<file path="src/rtl/safety_island_dma_sched_pkg.sv">
// Shared helpers for the safety-island DMA request scheduler.
package safety_island_dma_sched_pkg;

  // Index width that stays at least one bit wide for degenerate sizes.
  function automatic int unsigned clog2_min1(input int unsigned value);
    return (value > 1) ? $clog2(value) : 1;
  endfunction

endpackage

</file>
<file path="src/rtl/safety_island_dma_sched_if.sv">
// Backend request/response port of the DMA scheduler.
interface safety_island_dma_sched_if #(
  parameter int unsigned AddrWidth = 32,
  parameter int unsigned LenWidth  = 24
) ();
  logic                 be_valid;
  logic                 be_ready;
  logic [AddrWidth-1:0] be_src;
  logic [AddrWidth-1:0] be_dst;
  logic [LenWidth-1:0]  be_len;
  logic                 be_rsp_valid;
  logic                 be_rsp_error;
  logic                 be_rsp_ready;

  modport master (
    output be_valid, be_src, be_dst, be_len, be_rsp_ready,
    input  be_ready, be_rsp_valid, be_rsp_error
  );

  modport slave (
    input  be_valid, be_src, be_dst, be_len, be_rsp_ready,
    output be_ready, be_rsp_valid, be_rsp_error
  );
endinterface

</file>
<file path="src/rtl/safety_island_dma_rr_arb.sv">
// Round-robin grant search over the requesting channels; pointer moves past each winner.
module safety_island_dma_rr_arb
  import safety_island_dma_sched_pkg::*;
#(
  parameter int unsigned NumChan = 4,
  parameter int unsigned IdxW    = clog2_min1(NumChan)
) (
  input  logic               clk_i,
  input  logic               rst_i,
  input  logic [NumChan-1:0] req_i,
  input  logic               en_i,
  output logic [NumChan-1:0] gnt_o,
  output logic [IdxW-1:0]    idx_o,
  output logic               valid_o
);
  localparam int unsigned SumW = IdxW + 1;

  logic [IdxW-1:0] ptr_q, ptr_d;
  logic [SumW-1:0] cand;

  always_comb begin
    gnt_o   = '0;
    idx_o   = '0;
    valid_o = 1'b0;
    cand    = '0;
    for (int k = 0; k < NumChan; k++) begin
      cand = {1'b0, ptr_q} + SumW'(k);
      if (cand >= SumW'(NumChan)) cand = cand - SumW'(NumChan);
      if (en_i && !valid_o && req_i[cand[IdxW-1:0]]) begin
        valid_o                 = 1'b1;
        gnt_o[cand[IdxW-1:0]]   = 1'b1;
        idx_o                   = cand[IdxW-1:0];
      end
    end
  end

  always_comb begin
    ptr_d = ptr_q;
    if (valid_o) begin
      ptr_d = (idx_o == IdxW'(NumChan - 1)) ? '0 : idx_o + 1'b1;
    end
  end

  always_ff @(posedge clk_i) begin
    if (rst_i) ptr_q <= '0;
    else       ptr_q <= ptr_d;
  end
endmodule

</file>
<file path="src/rtl/safety_island_dma_sched.sv">
// Shares the DMA backend request port among NumChan requesters and routes
// in-order completions back to the originating channel.
module safety_island_dma_sched
  import safety_island_dma_sched_pkg::*;
#(
  parameter int unsigned NumChan        = 4,
  parameter int unsigned AddrWidth      = 32,
  parameter int unsigned LenWidth       = 24,
  parameter int unsigned MaxOutstanding = 4
) (
  input  logic                           clk_i,
  input  logic                           rst_i,
  input  logic [NumChan-1:0]             chan_valid_i,
  output logic [NumChan-1:0]             chan_ready_o,
  input  logic [NumChan*AddrWidth-1:0]   chan_src_i,
  input  logic [NumChan*AddrWidth-1:0]   chan_dst_i,
  input  logic [NumChan*LenWidth-1:0]    chan_len_i,
  output logic [NumChan-1:0]             chan_done_o,
  output logic [NumChan-1:0]             chan_err_o,
  output logic [NumChan-1:0]             chan_busy_o,
  safety_island_dma_sched_if.master      be
);
  localparam int unsigned IdxW = clog2_min1(NumChan);
  localparam int unsigned PtrW = clog2_min1(MaxOutstanding);
  localparam int unsigned CntW = $clog2(MaxOutstanding + 1);

  typedef struct packed {
    logic [AddrWidth-1:0] src;
    logic [AddrWidth-1:0] dst;
    logic [LenWidth-1:0]  len;
  } sched_desc_t;

  function automatic logic [PtrW-1:0] ptr_inc(input logic [PtrW-1:0] ptr);
    return (ptr == PtrW'(MaxOutstanding - 1)) ? '0 : ptr + 1'b1;
  endfunction

  sched_desc_t       desc_q, sel_desc;
  logic              be_valid_q;
  logic              load_en, push, pop, fifo_full, fifo_empty;
  logic [NumChan-1:0] gnt, dec_vec, done_q, err_q, cnt_bad;
  logic [IdxW-1:0]   gnt_idx, head_idx;
  logic [IdxW-1:0]   fifo_mem_q [MaxOutstanding];
  logic [PtrW-1:0]   wr_ptr_q, rd_ptr_q;
  logic [CntW-1:0]   occ_q;
  logic [CntW-1:0]   cnt_q [NumChan];
  logic [CntW-1:0]   cnt_d [NumChan];

  // Full uses the pre-pop occupancy so a completion never frees a slot combinationally.
  assign fifo_full  = (occ_q == CntW'(MaxOutstanding));
  assign fifo_empty = (occ_q == '0);
  assign load_en    = (!be_valid_q || be.be_ready) && !fifo_full;
  assign pop        = be.be_rsp_valid && !fifo_empty;
  assign head_idx   = fifo_mem_q[rd_ptr_q];

  safety_island_dma_rr_arb #(
    .NumChan (NumChan),
    .IdxW    (IdxW)
  ) u_arb (
    .clk_i   (clk_i),
    .rst_i   (rst_i),
    .req_i   (chan_valid_i),
    .en_i    (load_en),
    .gnt_o   (gnt),
    .idx_o   (gnt_idx),
    .valid_o (push)
  );

  always_comb begin
    sel_desc = '0;
    for (int c = 0; c < NumChan; c++) begin
      if (gnt[c]) begin
        sel_desc.src = chan_src_i[c*AddrWidth +: AddrWidth];
        sel_desc.dst = chan_dst_i[c*AddrWidth +: AddrWidth];
        sel_desc.len = chan_len_i[c*LenWidth +: LenWidth];
      end
    end
  end

  always_ff @(posedge clk_i) begin
    if (rst_i) begin
      be_valid_q <= 1'b0;
      desc_q     <= '0;
    end else if (push) begin
      be_valid_q <= 1'b1;
      desc_q     <= sel_desc;
    end else if (be.be_ready) begin
      be_valid_q <= 1'b0;
    end
  end

  // In-order tracking FIFO of issuing channel indices.
  always_ff @(posedge clk_i) begin
    if (rst_i) begin
      wr_ptr_q <= '0;
      rd_ptr_q <= '0;
      occ_q    <= '0;
    end else begin
      if (push) wr_ptr_q <= ptr_inc(wr_ptr_q);
      if (pop)  rd_ptr_q <= ptr_inc(rd_ptr_q);
      if (push && !pop)      occ_q <= occ_q + 1'b1;
      else if (pop && !push) occ_q <= occ_q - 1'b1;
    end
  end

  always_ff @(posedge clk_i) begin
    if (push) fifo_mem_q[wr_ptr_q] <= gnt_idx;
  end

  always_comb begin
    dec_vec = '0;
    cnt_bad = '0;
    for (int i = 0; i < NumChan; i++) begin
      dec_vec[i] = pop && (head_idx == IdxW'(i));
      cnt_d[i]   = cnt_q[i];
      if (gnt[i] && !dec_vec[i])      cnt_d[i] = cnt_q[i] + 1'b1;
      else if (dec_vec[i] && !gnt[i]) cnt_d[i] = cnt_q[i] - 1'b1;
      cnt_bad[i] = (gnt[i] && !dec_vec[i] && (cnt_q[i] == CntW'(MaxOutstanding))) ||
                   (dec_vec[i] && !gnt[i] && (cnt_q[i] == '0));
    end
  end

  always_ff @(posedge clk_i) begin
    if (rst_i) begin
      done_q <= '0;
      err_q  <= '0;
      for (int i = 0; i < NumChan; i++) cnt_q[i] <= '0;
    end else begin
      done_q <= dec_vec;
      err_q  <= dec_vec & {NumChan{be.be_rsp_error}};
      for (int i = 0; i < NumChan; i++) cnt_q[i] <= cnt_d[i];
    end
  end

  always_comb begin
    chan_busy_o = '0;
    for (int i = 0; i < NumChan; i++) chan_busy_o[i] = (cnt_q[i] != '0);
  end

  assign chan_ready_o    = gnt;
  assign chan_done_o     = done_q;
  assign chan_err_o      = err_q;
  assign be.be_valid     = be_valid_q;
  assign be.be_src       = desc_q.src;
  assign be.be_dst       = desc_q.dst;
  assign be.be_len       = desc_q.len;
  assign be.be_rsp_ready = !fifo_empty;

  a_ready_onehot0: assert property (@(posedge clk_i) disable iff (rst_i)
    $onehot0(chan_ready_o));
  a_req_stable: assert property (@(posedge clk_i) disable iff (rst_i)
    (be_valid_q && !be.be_ready) |=> (be_valid_q && $stable(desc_q)));
  a_rsp_when_empty: assert property (@(posedge clk_i) disable iff (rst_i)
    !(be.be_rsp_valid && fifo_empty));
  a_cnt_range: assert property (@(posedge clk_i) disable iff (rst_i)
    cnt_bad == '0);
endmodule

</file>
<file path="src/flat_wrapper.sv">
// flat-port wrapper written by rule: the top's interface ports become plain ports
module safety_island_dma_sched_flat import safety_island_dma_sched_pkg::*;
#(
  parameter int unsigned NumChan        = 4,
  parameter int unsigned AddrWidth      = 32,
  parameter int unsigned LenWidth       = 24,
  parameter int unsigned MaxOutstanding = 4
)
  (clk_i, rst_i, chan_valid_i, chan_ready_o, chan_src_i, chan_dst_i, chan_len_i, chan_done_o, chan_err_o, chan_busy_o, be_be_valid, be_be_src, be_be_dst, be_be_len, be_be_rsp_ready, be_be_ready, be_be_rsp_valid, be_be_rsp_error);
  safety_island_dma_sched_if #(.AddrWidth(AddrWidth), .LenWidth(LenWidth)) be_i ();
  input  logic clk_i;
  input  logic rst_i;
  input  logic [NumChan-1:0] chan_valid_i;
  output logic [NumChan-1:0] chan_ready_o;
  input  logic [NumChan*AddrWidth-1:0] chan_src_i;
  input  logic [NumChan*AddrWidth-1:0] chan_dst_i;
  input  logic [NumChan*LenWidth-1:0] chan_len_i;
  output logic [NumChan-1:0] chan_done_o;
  output logic [NumChan-1:0] chan_err_o;
  output logic [NumChan-1:0] chan_busy_o;
  output wire logic [$bits(be_i.be_valid)-1:0] be_be_valid;
  output wire logic [$bits(be_i.be_src)-1:0] be_be_src;
  output wire logic [$bits(be_i.be_dst)-1:0] be_be_dst;
  output wire logic [$bits(be_i.be_len)-1:0] be_be_len;
  output wire logic [$bits(be_i.be_rsp_ready)-1:0] be_be_rsp_ready;
  input wire logic [$bits(be_i.be_ready)-1:0] be_be_ready;
  input wire logic [$bits(be_i.be_rsp_valid)-1:0] be_be_rsp_valid;
  input wire logic [$bits(be_i.be_rsp_error)-1:0] be_be_rsp_error;
  assign be_be_valid = be_i.be_valid;
  assign be_be_src = be_i.be_src;
  assign be_be_dst = be_i.be_dst;
  assign be_be_len = be_i.be_len;
  assign be_be_rsp_ready = be_i.be_rsp_ready;
  assign be_i.be_ready = be_be_ready;
  assign be_i.be_rsp_valid = be_be_rsp_valid;
  assign be_i.be_rsp_error = be_be_rsp_error;
  safety_island_dma_sched #(.NumChan(NumChan), .AddrWidth(AddrWidth), .LenWidth(LenWidth), .MaxOutstanding(MaxOutstanding)) u_core (.clk_i(clk_i), .rst_i(rst_i), .chan_valid_i(chan_valid_i), .chan_ready_o(chan_ready_o), .chan_src_i(chan_src_i), .chan_dst_i(chan_dst_i), .chan_len_i(chan_len_i), .chan_done_o(chan_done_o), .chan_err_o(chan_err_o), .chan_busy_o(chan_busy_o), .be(be_i));
endmodule
</file>
<file path="config.mk">
export PLATFORM = sky130hd
export DESIGN_NAME = safety_island_dma_sched_flat
export DESIGN_NICKNAME = d
export VERILOG_FILES = /design/src/rtl/safety_island_dma_sched_pkg.sv /design/src/rtl/safety_island_dma_sched_if.sv /design/src/rtl/safety_island_dma_rr_arb.sv /design/src/rtl/safety_island_dma_sched.sv /design/src/flat_wrapper.sv
export SDC_FILE = /design/constraint.sdc
export NUM_CORES = 1
export LEC_CHECK = 0
export CAP_MARGIN = 20
export CELL_PAD_IN_SITES_DETAIL_PLACEMENT = 1
export CELL_PAD_IN_SITES_GLOBAL_PLACEMENT = 1
export CORE_AREA = 3 3 179 181
export DETAILED_ROUTE_END_ITERATION = 6
export DIE_AREA = 0 0 182 184
export MAX_ROUTING_LAYER = met4
export PLACE_DENSITY_LB_ADDON = 0.1
export SYNTH_ARGS = -nofsm -noshare
export SYNTH_HDL_FRONTEND = slang
export SYNTH_HIERARCHICAL = 1
export SYNTH_SLANG_ARGS = --single-unit
</file>
<file path="constraint.sdc">
create_clock -name clk_i -period 11.4 [get_ports clk_i]
set_clock_uncertainty 0.15 [all_clocks]
set_input_delay 2.28 -clock clk_i [delete_from_list [all_inputs] [get_ports clk_i]]
set_output_delay 2.28 -clock clk_i [all_outputs]
set_load 0.05 [all_outputs]
</file>
==> flow_metrics.tcl, run 1 <==
set metrics [dict create \
    die_w_um 182 \
    cts_htree_levels 4 \
    power_frac_clock_pct 11.6 \
    cell_mode_on_critical_path "clkdlybuf4s50_1" \
    hold_buffers 0 \
    final-max-slew-violation-count 0 \
    firstDrtPassIters 4 \
    ctsRootBufferMaster "clkbuf_16" \
    wl_per_cell_um 20.8 \
    grt_overflow 0 \
    area.sequential_um2 2640 \
    clock_path_buffers 2 \
    r2r.worst_path.cells 10 \
    cpPeakStageDelay_ns 0.94 \
    synthArstFlopShare_pct 0 \
    power.sequential.fraction_pct 17.6 \
    outcome "complete, no violations" \
    global_route.usage.met3_pct 6.98 \
    die_height_um 184 \
    timing_worst_slew_pin_value_ns 1.03 \
    gp_congestion 0.840 \
    area_delta_synth_final_pct 62.5 \
    antenna_left 0 \
    syn_nets 1397 \
    critical_path.max_fanout 75 \
    sw_frac_of_total_pct 50.8 \
    timing.critical_path.max_delay_family "simple AND/OR/NAND/NOR gates" \
    crit_path_buffers_inverters 2 \
    cellInternalPower_w 0.00220 \
    worstSetupPathType "in -> out" \
    crit_path_cell_trace "clkdlybuf4s50_1 > nor2b_1 > a21oi_1 > and2_2 > a32oi_4 > nor3_1 > a222oi_1 > nand2_4 > clkdlybuf4s50_1" \
    synth_cell_area_um2 8570 \
    yosys.area.top_type "dfxtp_1" \
    synth-edff-count 8 \
    multi_input_comb_area_um2 5120 \
    worstHoldEndpoint "u_core/be.be_src[18]" \
    first_global_vias 9460 \
    data_required_time_at_the_worst_endpoint_ns 8.97 \
    r2r_end "u_core/be.be_dst[22]" \
    postSynthCellCount 1013 \
    timing.final.hold_violations 0 \
    report.final.setup_viol 0 \
    finalCriticalPeriod_ns 8.30 \
    synth.lib_cells_used.distinct 45 \
    clock_sink_count 128 \
    cp-start-kind "primary input" \
    grt_pass1_wl_um 55800 \
    num-nets-final 1789 \
    crit_cells 9 \
    maxCapViolations 0 \
    final.setup.tns_ns 0 \
    ys_seq_elements 128 \
    yosys_warnings 6 \
    ioPinCount 467 \
    hold_path.startpoint "u_core/be.be_src[18]" \
    grt_start_max_net_pins 105 \
    leakage_nw 5.06 \
    clock_pin_slew_on_the_worst_setup_and_hold_paths_ns 0.06 \
    power_switching_w 0.00227 \
    finish.cell_count_without_fillers 1823 \
    met1_global_route_usage_pct 23.5 \
    synth-main-ff-cell "dfxtp_1" \
    dpl.hpwl_um 28100 \
    clock_insertion_delay_worst_skew_ns 0.42 \
    min_path_cells 2 \
    antenna_found_initial 9 \
    post-synth-top-count-cell "dfxtp_1" \
    placedCellCount 1782 \
    reg2reg_slack_ns 6.00 \
    cts_tree "built" \
    design.core.area_um2 30600 \
    share_comb_of_total_power_pct 70.7 \
    total_track_usage_pct 21.9 \
    timing.hold.worst.class "reg -> reg" \
    number_of_buffers_created_by_cts 17 \
    portion_of_the_clock_cycle_consumed_by_the_worst_path_in_the_final_layout_pct 72.8 \
    die-area_um2 33500 \
    peakVddDrop_uv 136 \
    power_density_nw_per_um2 321 \
    rsz0062_at_grt "no" \
    critPathLaunch "be_be_ready" \
    global_route_layer_with_the_greatest_usage "met2" \
    count_of_routing_violations_after_the_opening_detailed_route_iteration 375 \
    start_util_pct 28.0 \
    ys_top_cells_by_count "dfxtp_1, nor2_1, nand2_1" \
    fill_cells 3526 \
    synthDominantCellAreaShare_pct 28.0 \
    cp_data_arrival_time_ns 5.87 \
    relSlewSlack_pct 31.5 \
    postCtsSetupRepairBufs 0 \
    achievable-frequency_mhz 120 \
    fin_util_pct 45.5 \
    wl_um 37900 \
    report.power.total_w 0.00448 \
    post_route_cells_drive_above_1_share_pct 8.46 \
    vias_per_cell 5.07 \
    yosysSeqAreaShare_pct 30.8 \
    endpoint_type_of_the_worst_setup_path "primary output" \
    drcViolationCount 0 \
    slowest_stage "clkdlybuf4s50_1" \
    met2_usage_pct 39.1 \
    port_buffers 466 \
    dr_total_vias 9250 \
    cts_resized 0 \
    synth_area_leaders "dfxtp_1, a311oi_2, a221o_1" \
    num_rows 64 \
    post_synth.cell_area_avg_um2 8.46 \
]
power groups by stage:
stage | clock [W] | combinational (W) | sequential (W)
floorplan | 0 | 0.00177 | 0.00133
global placement | 0 | 0.00316 | 0.000789
detailed placement | 0 | 0.00319 | 0.000797
CTS | 0.000538 | 0.00320 | 0.000791
global route | 0.000558 | 0.00340 | 0.000819
finish | 0.000520 | 0.00317 | 0.000790
flip-flops by register name, summed over array words and instances (netlist names), named ones only:
register	flops
u_core/be.be_valid	1
u_core/chan_err_o	4
u_core/be.be_src	32
u_core/rd_ptr_q	2
u_core/be.be_len	24
u_core/occ_q	3
u_core/wr_ptr_q	2
u_core/chan_done_o	4
u_core/cnt_q	12
u_core/be.be_dst	32
u_core/u_arb/ptr_q	1
u_core/fifo_mem_q	8
routing by layer:
metal	wire, um	vias to the layer above
met5	0	-
met4	565	0
met3	2830	30
met2	19900	272
met1	14600	4464
li1	-	4484
cells in the final DEF, fill, tap and decap left out, types with 5 or more instances in the layout:
cell / netlist / routed
fa_1: 5 / 5
clkbuf_16: 0 / 17
nand3b_1: 88 / 88
xor2_1: 10 / 10
mux2i_1: 9 / 9
nand2b_1: 7 / 7
a21oi_1: 96 / 96
and2_1: 7 / 7
nor2_1: 114 / 114
clkdlybuf4s50_1: 0 / 465
nand2_1: 100 / 96
dfxtp_1: 120 / 120
a311oi_2: 60 / 60
inv_6: 0 / 5
o21ai_0: 5 / 5
or3_1: 13 / 13
inv_1: 98 / 98
edfxtp_1: 8 / 8
ha_1: 18 / 18
diode_2: 0 / 9
buf_4: 11 / 11
a311oi_1: 28 / 28
a221o_1: 89 / 89
logic make-up after synthesis:
logic type,after synthesis,share of synthesized area (%)
AOI/OAI and AO/OA,289,31.4
buffers and inverters,201,9.74
muxes,15,2.72
xor gates and xnor gates,12,1.23
adders and majority gates,23,3.80
and+or+nand+nor,345,20.3
DFF,128,30.8
worst min-delay path, stage by stage, from the launching register on:
cell and delay, ns:
dfxtp_1 0.31, nor2_1 0.08, a311oi_1 0.05
final cells by class:
type                       count  area share [%]
antenna                        9           0.162
clock buffer                  19            3.11
clock inverter                13           0.746
inverter                      98            2.64
multi-input combinational    684            36.8
sequential                   128            19.0
tap                          396            3.56
timing repair buffer         476            34.0
worst max path at each step:
| stage | endpoint | slack (ns) |
|---|---|---|
| 2_1_floorplan | chan_ready_o[1] | 5.09 |
| 3_3_place_gp | chan_ready_o[1] | 3.18 |
| 3_5_place_dp | chan_ready_o[1] | 3.02 |
| 4_1_cts | chan_ready_o[1] | 3.01 |
| 5_1_grt | chan_ready_o[1] | 2.91 |
| 6_report | chan_ready_o[1] | 3.10 |
stage by stage:
| step | worst slack [ns] | cell area [um2] | hold WS, ns |
|---|---|---|---|
| final | 3.10 | 13900 | 0.335 |
| after global routing | 2.91 | 13900 | 0.355 |
| after CTS | 3.01 | 13900 | 0.338 |
| after detailed placement | 3.02 | 13400 | 0.329 |
| after global placement | 3.18 | 13400 | 0.318 |
| after floorplan | 5.09 | 8570 | 0.304 |
No activity file was read; power rests on OpenSTA's default activity.
==> run 2: changes to the inputs <==
--- a/config.mk
+++ b/config.mk
@@ -8,9 +8,10 @@
 export CAP_MARGIN = 20
 export CELL_PAD_IN_SITES_DETAIL_PLACEMENT = 1
 export CELL_PAD_IN_SITES_GLOBAL_PLACEMENT = 1
-export CORE_AREA = 3 3 179 181
+export CORE_ASPECT_RATIO = 1.25
+export CORE_MARGIN = 3
+export CORE_UTILIZATION = 25
 export DETAILED_ROUTE_END_ITERATION = 6
-export DIE_AREA = 0 0 182 184
 export MAX_ROUTING_LAYER = met4
 export PLACE_DENSITY_LB_ADDON = 0.1
 export SYNTH_ARGS = -nofsm -noshare
==> constraint.sdc (replaced) <==
create_clock -name clk_i -period 6.7 [get_ports clk_i]
set_clock_uncertainty 0.15 [all_clocks]
set_input_delay 1.34 -clock clk_i [delete_from_list [all_inputs] [get_ports clk_i]]
set_output_delay 1.34 -clock clk_i [all_outputs]
set_load 0.05 [all_outputs]
==> run 2 against run 1 <==
  * Clock power increased by 98%
  * Global-route usage decreased by 0.69 points
  * Highest routed layer unchanged
  * Hold slack about the same
  * First-iteration DRC count decreased by 12%
  * Worst setup slack got worse by 2.2 ns
  * Non-clock buffer count decreased by 2
  * Largest cell class unchanged
==> flow_metrics.tcl, run 2 (synthesis gave the netlist of run 1 again) <==
set metrics [dict create \
    wl_um 40000 \
    peakVddDrop_uv 356 \
    leakage_nw 5.11 \
    design.core.area_um2 33700 \
    maxCapViolations 0 \
    num_rows 75 \
    worstSetupPathType "in -> out" \
    vias_per_cell 5.00 \
    die_w_um 172 \
    number_of_buffers_created_by_cts 17 \
    fill_cells 3871 \
    endpoint_type_of_the_worst_setup_path "primary output" \
    timing_worst_slew_pin_value_ns 1.05 \
    critical_path.max_fanout 6 \
    post_route_cells_drive_above_1_share_pct 8.26 \
    layout.cells.most_common_list "clkdlybuf4s50_1, dfxtp_1, nor2_1, inv_1" \
    total_track_usage_pct 21.2 \
    timing.hold.worst.class "reg -> reg" \
    die_height_um 213 \
    cts_tree "built" \
    relSlewSlack_pct 30.3 \
    drcViolationCount 0 \
    postLayoutCellArea_um2 14100 \
    grt_overflow 0 \
    first_global_vias 9535 \
    cp_data_arrival_time_ns 4.31 \
    placement.cell_area_um2 13400 \
    antenna_found_initial 15 \
    antenna_left 0 \
    start_util_pct 25.4 \
    final-max-slew-violation-count 0 \
    achievable-frequency_mhz 172 \
    dr_total_vias 9288 \
    die-area_um2 36500 \
    data_required_time_at_the_worst_endpoint_ns 5.21 \
    report.final.setup_viol 0 \
    count_of_routing_violations_after_the_opening_detailed_route_iteration 329 \
    grt_start_max_net_pins 186 \
    outcome "complete, no violations" \
    final.setup.tns_ns 0 \
    port_buffers 466 \
    gp_congestion 0.794 \
    clock_sink_count 128 \
    clock_insertion_delay_worst_skew_ns 0.42 \
    cts_resized 0 \
    power_density_nw_per_um2 554 \
    clock_pin_slew_on_the_worst_setup_and_hold_paths_ns 0.06 \
    portion_of_the_clock_cycle_consumed_by_the_worst_path_in_the_final_layout_pct 86.6 \
    dpl.hpwl_um 28800 \
    area_delta_synth_final_pct 64.7 \
    wl_per_cell_um 21.6 \
    rsz0062_at_grt "no" \
    firstDrtPassIters 4 \
    layout_commonest_cell "clkdlybuf4s50_1" \
    postCtsSetupRepairBufs 0 \
    clock_path_buffers 2 \
    ctsRootBufferMaster "clkbuf_16" \
    cp-start-kind "primary input" \
    ioPinCount 467 \
    num-nets-final 1787 \
    grt_pass1_wl_um 56900 \
    hold_buffers 0 \
    timing.final.hold_violations 0 \
    finalCriticalPeriod_ns 5.80 \
    cts_htree_levels 4 \
]
run 2: changes by cell type in the layout (fill, tap and decap cells not counted), sizes merged:
cell,previous run,this run
clkinvlp,2,1
bufinv,0,4
clkinv,4,5
buf,11,9
clkbuf,19,21
inv,105,99
diode,9,17
run 2: report_power, final:
part           internal [W]  switching (W)
sequential          0.00113       0.000229
combinational       0.00216        0.00327
clock              0.000650       0.000385
total               0.00394        0.00388
run 2: layer usage:
layer	vias to the layer above	routed length [um]	track usage (%)
li1	4499	-	-
met1	4459	15200	22.3
met2	283	20900	37.0
met3	47	2850	7.06
met4	0	1080	8.02
met5	-	0	-
run 2: final cells by class:
class	count	area [um2]	area share, %
flip-flops and latches	128	2640	18.7
clock inverters	11	180	1.28
diodes	17	42.5	0.301
clock buffers	21	462	3.27
repair buffers	474	4760	33.8
inverters	98	368	2.61
multi-input cells	684	5120	36.3
well taps	423	529	3.75
run 2: worst max-delay path, stage by stage:
cell and delay, ns:
clkdlybuf4s50_1 0.46, nor2b_1 0.06, a21oi_1 0.30, and2_2 0.23
a32oi_4 0.13, nor3_1 0.57, a222oi_1 0.30, nand2_4 0.12
clkdlybuf4s50_1 0.81
run 2: worst paths after layout:
check | endpoint | depth (start not counted) | slack (ns) | start
max | chan_ready_o[3] | 9 | 0.90 | be_be_ready
min | u_core/be.be_src[7] | 2 | 0.33 | u_core/be.be_src[7]
max reg2reg | u_core/cnt_q[1][2] | 13 | 1.58 | flop
min reg2reg | u_core/be.be_src[7] | 2 | 0.33 | u_core/be.be_src[7]
run 2: stage by stage:
stage          util (%)  worst slack, ns  hold WS [ns]  power [W]  instances
2_1_floorplan         -             2.27         0.304    0.00526       1013
3_3_place_gp       39.9             1.04         0.323    0.00675       1807
3_5_place_dp       39.9            0.965         0.329    0.00682       1807
4_1_cts            41.8            0.942         0.338    0.00790       1839
5_1_grt            41.9            0.722         0.369    0.00830       1855
6_report           41.9            0.896         0.334    0.00782       1856
==> run 3: changes to the inputs <==
--- a/config.mk
+++ b/config.mk
@@ -14,6 +14,7 @@
 export DETAILED_ROUTE_END_ITERATION = 6
 export MAX_ROUTING_LAYER = met4
 export PLACE_DENSITY_LB_ADDON = 0.1
+export RECOVER_POWER = 100
 export SYNTH_ARGS = -nofsm -noshare
 export SYNTH_HDL_FRONTEND = slang
 export SYNTH_HIERARCHICAL = 1
==> run 3 against run 2 <==
  * Non-clock buffer count did not move
  * Count of clock-buffer cells in the layout did not move
  * Highest routed layer unchanged
  * The run now ends with max-capacitance violations, max-slew violations left
  * Die area did not move
  * Largest power group unchanged
  * Sequential cell count did not move
  * Sequential power barely moved
==> flow_metrics.tcl, run 3 (synthesis gave the netlist of run 1 again) <==
set metrics [dict create \
    peakVddDrop_uv 345 \
    num-nets-final 1787 \
    cp-start-kind "primary input" \
    endpoint_type_of_the_worst_setup_path "primary output" \
    design.core.area_um2 33700 \
    setup_ws_ns 0.732 \
    start_util_pct 25.4 \
    area.sequential_um2 2640 \
    report.power.total_w 0.00762 \
    wl_per_cell_um 21.5 \
    layout.cells.most_common_list "clkdlybuf4s50_1, dfxtp_1, nor2_1, dlygate4sd3_1, inv_1" \
    placedCellCount 1807 \
    ctsRootBufferMaster "clkbuf_16" \
    cts_tree "built" \
    failed_checks "max-capacitance violations, max-slew violations" \
    gp_congestion 0.794 \
    clock_insertion_delay_worst_skew_ns 0.42 \
    die_w_um 172 \
    cts_htree_levels 4 \
    cts_resized 0 \
    preCtsSetupSlack_ns 0.965 \
    clock_pin_slew_on_the_worst_setup_and_hold_paths_ns 0.06 \
    clock_sink_count 128 \
    number_of_buffers_created_by_cts 17 \
    wl_um 40000 \
    fin_util_pct 41.4 \
    clock_path_buffers 2 \
    timing.hold.worst.class "reg -> reg" \
    finalCriticalPeriod_ns 5.97 \
    worstSetupPathType "in -> out" \
    power_density_nw_per_um2 546 \
    port_buffers 466 \
    critical_path.max_fanout 6 \
    final.setup.tns_ns 0 \
    die_height_um 213 \
    critPathLaunch "be_be_ready" \
    timing_worst_slew_pin_value_ns 2.48 \
    rsz0062_at_grt "no" \
    area_delta_synth_final_pct 62.9 \
    dpl.hpwl_um 28800 \
    report.final.setup_viol 0 \
    leakage_nw 5.33 \
    die-area_um2 36500 \
    grt_pass1_wl_um 56900 \
    relSlewSlack_pct -65.5 \
    maxCapViolations 1 \
    postCtsSetupRepairBufs 0 \
    grt_overflow 0 \
    vias_per_cell 5.01 \
    total_track_usage_pct 21.2 \
    r2r.worst_path.cells 13 \
    data_required_time_at_the_worst_endpoint_ns 5.21 \
    antenna_found_initial 15 \
    final-max-slew-violation-count 186 \
    ioPinCount 467 \
    firstDrtPassIters 5 \
    drcViolationCount 0 \
    first_global_vias 9535 \
    layout_commonest_cell "clkdlybuf4s50_1" \
    antenna_left 0 \
    hold_buffers 0 \
    multi_input_comb_area_um2 4990 \
    count_of_routing_violations_after_the_opening_detailed_route_iteration 390 \
    timing.final.hold_violations 0 \
    post_route_cells_drive_above_1_share_pct 6.78 \
    grt_start_max_net_pins 186 \
    min_path_cells 2 \
    dr_total_vias 9302 \
    cp_data_arrival_time_ns 4.48 \
    portion_of_the_clock_cycle_consumed_by_the_worst_path_in_the_final_layout_pct 89.1 \
    fill_cells 3902 \
    achievable-frequency_mhz 168 \
    outcome "complete, but fails checks" \
    finish.cell_count_without_fillers 1856 \
    num_rows 75 \
    hold_path.startpoint "u_core/be.be_src[7]" \
]
[run 3: final cells by class]
class	count	share of cell area [%]
inverter	98	2.64
multi-input combinational	684	35.7
clock buffer	21	3.31
clock inverter	11	1.29
antenna	17	0.305
timing repair buffer	474	34.0
sequential	128	18.9
tap	423	3.79
[run 3: final timing paths]
check / end / slack, ns
setup / recovery: chan_ready_o[3] / 0.73
hold / removal: u_core/be.be_src[7] / 0.33
setup reg to reg: u_core/cnt_q[1][2] / 1.12
hold reg to reg: u_core/be.be_src[7] / 0.33
[run 3: stage by stage]
| stage | hold slack, ns | cell area [um2] |
|---|---|---|
| finish | 0.331 | 14000 |
| global route | 0.367 | 14000 |
| detailed placement | 0.329 | 13400 |
| CTS | 0.338 | 14100 |
| global placement | 0.323 | 13400 |
| floorplan | 0.304 | 8570 |
[run 3: power breakdown]
group,switching (W),total (W),leakage (nW),internal (W)
Combinational,0.00322,0.00523,3.96,0.00202
Clock,0.000384,0.00103,0.307,0.000650
Sequential,0.000215,0.00135,1.07,0.00113
[run 3: critical path, cell delays in order]
cell           delay, ns
dlygate4sd3_1       0.53
nor2b_1             0.06
a21oi_1             0.30
and2_2              0.21
a32oi_1             0.19
nor3_1              0.58
a222oi_1            0.29
nand2_4             0.12
dlygate4sd3_1       0.88
[run 3: per-layer routing]
layer  vias up  global-route usage, %  wire length (um)
li1       4497                      -                 -
met1      4482                   22.3             15100
met2       276                   37.0             21000
met3        47                   7.06              2810
met4         0                   8.02              1050
met5         -                      -                 0
